[src/rtl/piano_pkg.sv]
// Shared tone constants for the buzzer driver and the note detector.
// Both ends index notes 1..7 (do..si); 0 means no note.
package piano_pkg;

  localparam int NOTE_NONE = 0;

  // Nominal half-periods in clk cycles at 100 MHz, index 7 leftmost.
  localparam logic [7:1][31:0] NOTE_HP = {
    32'd202430, 32'd227274, 32'd255103, 32'd285715,
    32'd303031, 32'd340137, 32'd381681
  };

  typedef enum logic [1:0] {SILENT, ACQUIRE, LOCKED} nd_state_e;

  // Returns the note whose +/-tol window contains hp, else NOTE_NONE.
  function automatic logic [3:0] classify(input logic [31:0] hp,
                                          input logic [7:1][31:0] nom,
                                          input logic [31:0] tol);
    classify = 4'(NOTE_NONE);
    for (int k = 1; k <= 7; k++)
      if (hp >= nom[k] - tol && hp <= nom[k] + tol) classify = 4'(k);
  endfunction

endpackage

[src/rtl/sync_edge_det.sv]
// Two-flop synchronizer with a one-cycle strobe on either edge of the
// synchronized signal.
module sync_edge_det (
  input  logic clk,
  input  logic rst,
  input  logic din,
  output logic edge_stb
);

  // sh[1] is the synchronized level, sh[2] its previous value
  logic [2:0] sh;

  always_ff @(posedge clk or posedge rst)
    if (rst) sh <= '0;
    else     sh <= {sh[1:0], din};

  assign edge_stb = sh[2] ^ sh[1];

endmodule

[src/rtl/note_detector.sv]
// Measures the half-period of a tone square wave and reports the matching
// note once LOCK_CNT consecutive half-periods agree.
module note_detector
  import piano_pkg::*;
#(
  parameter int               CNT_W    = 20,
  parameter int               TOL      = 1024,
  parameter int               LOCK_CNT = 2,
  parameter int               TIMEOUT  = 500000,
  parameter logic [7:1][31:0] NOM      = NOTE_HP
) (
  input  logic       clk,
  input  logic       rst,
  input  logic       enable,
  input  logic       tone_in,
  output logic [3:0] note,
  output logic       note_valid,
  output logic       note_change
);

  localparam int              MW  = $clog2(LOCK_CNT + 1);
  localparam logic [CNT_W-1:0] TMO = CNT_W'(TIMEOUT);
  localparam logic [MW-1:0]    LCK = MW'(LOCK_CNT);

  nd_state_e        state, state_n;
  logic [CNT_W-1:0] cnt;
  logic [3:0]       cand, cand_n, note_n, cls;
  logic [MW-1:0]    mcnt, mcnt_n;
  logic             edge_stb, tmo_hit;

  sync_edge_det u_sync (
    .clk      (clk),
    .rst      (rst),
    .din      (tone_in),
    .edge_stb (edge_stb)
  );

  // cnt equals the strobe-to-strobe distance in the strobe cycle
  always_ff @(posedge clk or posedge rst)
    if (rst)             cnt <= '0;
    else if (!enable)    cnt <= '0;
    else if (edge_stb)   cnt <= CNT_W'(1);
    else if (cnt < TMO)  cnt <= cnt + 1'b1;

  assign cls     = classify(32'(cnt), NOM, 32'(TOL));
  assign tmo_hit = (cnt == TMO);

  always_comb begin
    state_n = state;
    cand_n  = cand;
    mcnt_n  = mcnt;
    note_n  = note;
    unique case (state)
      SILENT:
        if (edge_stb) begin
          state_n = ACQUIRE;
          cand_n  = 4'(NOTE_NONE);
          mcnt_n  = '0;
        end
      ACQUIRE:
        if (edge_stb) begin
          if (cls != 4'(NOTE_NONE) && cls == cand) begin
            mcnt_n = mcnt + 1'b1;
          end else begin
            cand_n = cls;
            mcnt_n = MW'(cls != 4'(NOTE_NONE));
          end
          if (cls != 4'(NOTE_NONE) && mcnt_n >= LCK) begin
            state_n = LOCKED;
            note_n  = cls;
          end
        end else if (tmo_hit) begin
          state_n = SILENT;
          cand_n  = 4'(NOTE_NONE);
          mcnt_n  = '0;
        end
      LOCKED:
        if (edge_stb) begin
          if (cls != note) begin
            state_n = ACQUIRE;
            cand_n  = cls;
            mcnt_n  = MW'(cls != 4'(NOTE_NONE));
            note_n  = 4'(NOTE_NONE);
          end
        end else if (tmo_hit) begin
          state_n = SILENT;
          cand_n  = 4'(NOTE_NONE);
          mcnt_n  = '0;
          note_n  = 4'(NOTE_NONE);
        end
      default: state_n = SILENT;
    endcase
    if (!enable) begin
      state_n = SILENT;
      cand_n  = 4'(NOTE_NONE);
      mcnt_n  = '0;
      note_n  = 4'(NOTE_NONE);
    end
  end

  always_ff @(posedge clk or posedge rst)
    if (rst) begin
      state       <= SILENT;
      cand        <= 4'(NOTE_NONE);
      mcnt        <= '0;
      note        <= 4'(NOTE_NONE);
      note_valid  <= 1'b0;
      note_change <= 1'b0;
    end else begin
      state       <= state_n;
      cand        <= cand_n;
      mcnt        <= mcnt_n;
      note        <= note_n;
      note_valid  <= (state_n == LOCKED);
      // back-to-back changes are folded so the pulse never stretches
      note_change <= (note_n != note) && !note_change;
    end

endmodule

[config.mk]
export PLATFORM = sky130hd
export DESIGN_NAME = note_detector
export DESIGN_NICKNAME = d
export VERILOG_FILES = /design/src/rtl/piano_pkg.sv /design/src/rtl/sync_edge_det.sv /design/src/rtl/note_detector.sv
export SDC_FILE = /design/constraint.sdc
export NUM_CORES = 1
export LEC_CHECK = 0
export ABC_CLOCK_PERIOD_IN_PS = 4000
export CAP_MARGIN = 20
export CORE_MARGIN = 1.5
export CORE_UTILIZATION = 45
export DETAILED_ROUTE_END_ITERATION = 8
export SETUP_SLACK_MARGIN = 0.02
export SYNTH_ARGS = -nofsm -noshare
export SYNTH_HDL_FRONTEND = slang
export SYNTH_HIERARCHICAL = 1
export SYNTH_SLANG_ARGS = --single-unit
[constraint.sdc]
create_clock -name clk -period 4 [get_ports clk]
set_input_delay 0.8 -clock clk [delete_from_list [all_inputs] [get_ports clk]]
set_output_delay 0.8 -clock clk [all_outputs]
set_load 0.02 [all_outputs]
==> metrics.md <==
| Metric | Value |
|---|---|
| Status | finished, final reports clean |
| Rel. slew slack | 0.4649 |
| DRT Wirelength | 9997 um |
| Final period util | 0.8676 |
| Worst-path fanout max | 20 |
| Syn Nets | 448 |
| Post-synthesis register bit count | 36 |
| Clock tree root driver cell | clkbuf_8 |
| Max incr delay on CP | 870 ps |
| R2r setup slk | 530 ps |
| Flip-flop and latch area | 900.9 um2 |
| CTS tree | yes |
| Initial antenna violation count | 0 |
| Final ANT Viol Nets | 0 |
| Power consumption | 764.3 uW |
| Post-Route Utilization | 0.4867 |
| Synth-to-Final Area Change | 5.347% |
| Clock Latency Late Sink | 300 ps |
| Multi-input logic area | 2387 um2 |
| Hold Vio Cnt, Final | 0 |
| Total number of vias | 3410 |
| Total setup buffers inserted after CTS | 0 |
| Synth async-reset ratio | 1.000 |
| Share of cells above drive strength 1 | 0.08920 |
| Yosys Warn Count | 6 |
| First-pass DRT Iterations | 6 |
| Power per cell area | 205.3 nW/um2 |
| WL per Instance | 18.93 um |
| Critical path arrival | 3670 ps |
| Clock-pin slew on the worst setup and hold paths | 80 ps |
| Worst setup EP type | flop |
| First-pass GRT wire length | 17020 um |
| Largest net degree at the start of global routing | 34 |
| Die ar. | 8392 um2 |
| Top post-synthesis cells by area | dfrtp_1 25%, nor2_1 5.2%, nand2_1 4.6%, nand4_1 3.5%, a21oi_1 3.1% |
| # nets final | 437 |
| Synthesized area | 3533 um2 |
| Worst path required time | 4200 ps |
| Synthesized instance count | 436 |
| Cell family with most CP delay | compound AO/OA/AOI/OAI gates |
| GR Overflow Total | 0 |
| Via density | 6.458 |
| Number of buffers and inverters on the critical path | 1 |
| Routability Congestion | 1.016 |
| Drt drc | 0 |
| TritonCTS Buffers | 5 |
| # clock sinks | 36 |
| Top cell type's share of synthesized area | 0.2550 |
| EDFF count, synth | 0 |
| Final Skew | 9.487 ps |
| Chip width | 91.61 um |
| CTS Hold Bufs | 0 |
| Vias in the first global route | 3231 |
| Hpwl dp | 7113 um |
| Tightest Pin Transition | 802.6 ps |
| Pins Over Slew Limit | 0 |
| Max_cap viols | 0 |
| Crit Path Class | flop to flop |
| PortBufs | 9 |
| Mapped Avg Cell Area | 8.104 um2 |
| Ant. Diodes | 0 |
| RSZ-0062 raised after global routing | no |
| TNS Setup | 0 ps |
| Max VDD drop | 0.1168 mV |
| Maximum root-to-sink buffer count | 2 |
| Die H | 91.61 um |
| GRT Total Usage | 0.2516 |
| Post-cts gate resize count | 0 |
| Placed cell area | 3630 um2 |
| Commonest non-fill, non-tap cell in the layout | nor2_1 |
| Final Instance Area | 3722 um2 |
| F_max | 0.2882 GHz |
| Leakage | 0.001319 uW |
| Filler cells | 739 |
| Final Setup Violations | 0 |
| H-tree Lvls | 2 |
| Minimum clock period | 3470 ps |
| Cell at the slowest stage of the critical path | dfrtp_1 |
| Drt initial violations | 442 |
| Library cells used by synthesis | 89 |
| Critical path launch point type | flop |
| Initial core utilization | 0.4620 |
| # rows | 32 |
| Critical-path cell list | inv_2, o311ai_0, nor4b_1, a211o_1, or4_1, a22oi_2, nor4b_2, nor2_1, o211ai_1 |
| Most frequent cells in the layout | 49 x nor2_1, 43 x nand2_1, 36 x dfrtp_1 |
| Boundary Pins | 10 |
| Sequential fraction of the synthesis area | 0.2550 |
| Top_reg_cell synth | dfrtp_1 |
| Yosys top cell by area | dfrtp_1 |
| Min-delay worst type | flop to flop |
| Core area | 7647 um2 |
## flip-flops by register name, summed over array words and instances (netlist names)
signal,flops
note_valid,1
cnt,20
note,4
note_change,1
mcnt,2
state,2
u_sync/sh,3
cand,3
## worst reg2reg max path: stages (launching register included)
cell	delay [ps]
dfrtp_1	870
inv_2	160
o311ai_0	390
nor4b_1	120
a211o_1	330
or4_1	510
a22oi_2	310
nor4b_2	370
nor2_1	110
o211ai_1	210
## per-layer routing
layer,GRT usage,vias to the layer above,routed length [um]
met3,0.03483,15,791
met1,0.3829,1629,4705
met4,0.07031,0,132
met2,0.3682,167,4369
li1,-,1599,-
met5,0,-,0
## cell usage after synthesis, types with 3 or more instances
master    count
a211oi_1      3
a311oi_1      3
and3_1        3
nor4bb_1      3
nand2_1      43
clkbuf_1     15
o21ai_0      15
xnor2_1      11
o41ai_1       3
nor2_1       49
or3_1         6
xor2_1       12
nor4b_1       4
ha_1          8
or4_1         4
mux2i_1       6
nor3_1        9
nand3_1      12
a211o_1       3
o21a_1        3
nor4_1       10
and2_1        6
a21o_1        3
inv_1        15
a41oi_1       4
dfrtp_1      36
o211ai_1      4
nor2b_1       4
o31ai_1       4
nand4_1      20
nand2b_1      7
buf_6         3
nand4b_1      3
a21oi_1      22
o31a_1        3
buf_2        13
## final cells by class
cell class	instances	share of cell area
Clock inverter	2	0.002689
Tap cell	102	0.03429
Sequential cell	36	0.2420
Multi-Input combinational cell	348	0.6413
Inverter	17	0.01714
Timing Repair Buffer	17	0.04034
Clock buffer	6	0.02218
## through the flow
step	worst slack [ps]	hold WS, ps	std cells
finish	529.6	369.4	528
detailed placement	632.1	354.8	520
CTS	587.0	381.6	528
floorplan	1021	331.2	436
global route	244.5	385.3	528
global placement	634.7	357.3	520
## final timing paths
| path | cells past startpoint | endpoint | start |
|---|---|---|---|
| min | 0 | u_sync/sh[1]$_DFF_PP0_ | u_sync/sh[0]$_DFF_PP0_ |
| min in group asynchronous | 2 | u_sync/sh[0]$_DFF_PP0_ | rst |
| max | 9 | mcnt[0]$_DFFE_PP0P_ | cnt[10]$_DFFE_PP0P_ |
| min reg2reg | 0 | u_sync/sh[1]$_DFF_PP0_ | u_sync/sh[0]$_DFF_PP0_ |
| max in group asynchronous | 3 | cnt[8]$_DFFE_PP0P_ | rst |
| max reg2reg | 9 | mcnt[0]$_DFFE_PP0P_ | cnt[10]$_DFFE_PP0P_ |
## where the power goes
part,leakage [uW],switching [uW],internal (uW)
Combinational,0.000775,71.0,34.9
Sequential,0.000493,6.42,368
Clock,0.0000510,146,138
## cell families (layout without fill, tap and decap cells)
kind of cell    after synthesis  in the layout  share of synthesized area
flops                        36             36                     0.2550
xor+xnor                     24             24                    0.06480
simple gates                207            207                     0.3360
mux                           7              7                    0.02337
fa+ha+maj                     8              8                    0.02833
compound gates              102            102                     0.2231
buf+inv                      52             42                    0.06940
Note: power is estimated with default switching activity, not from simulation.
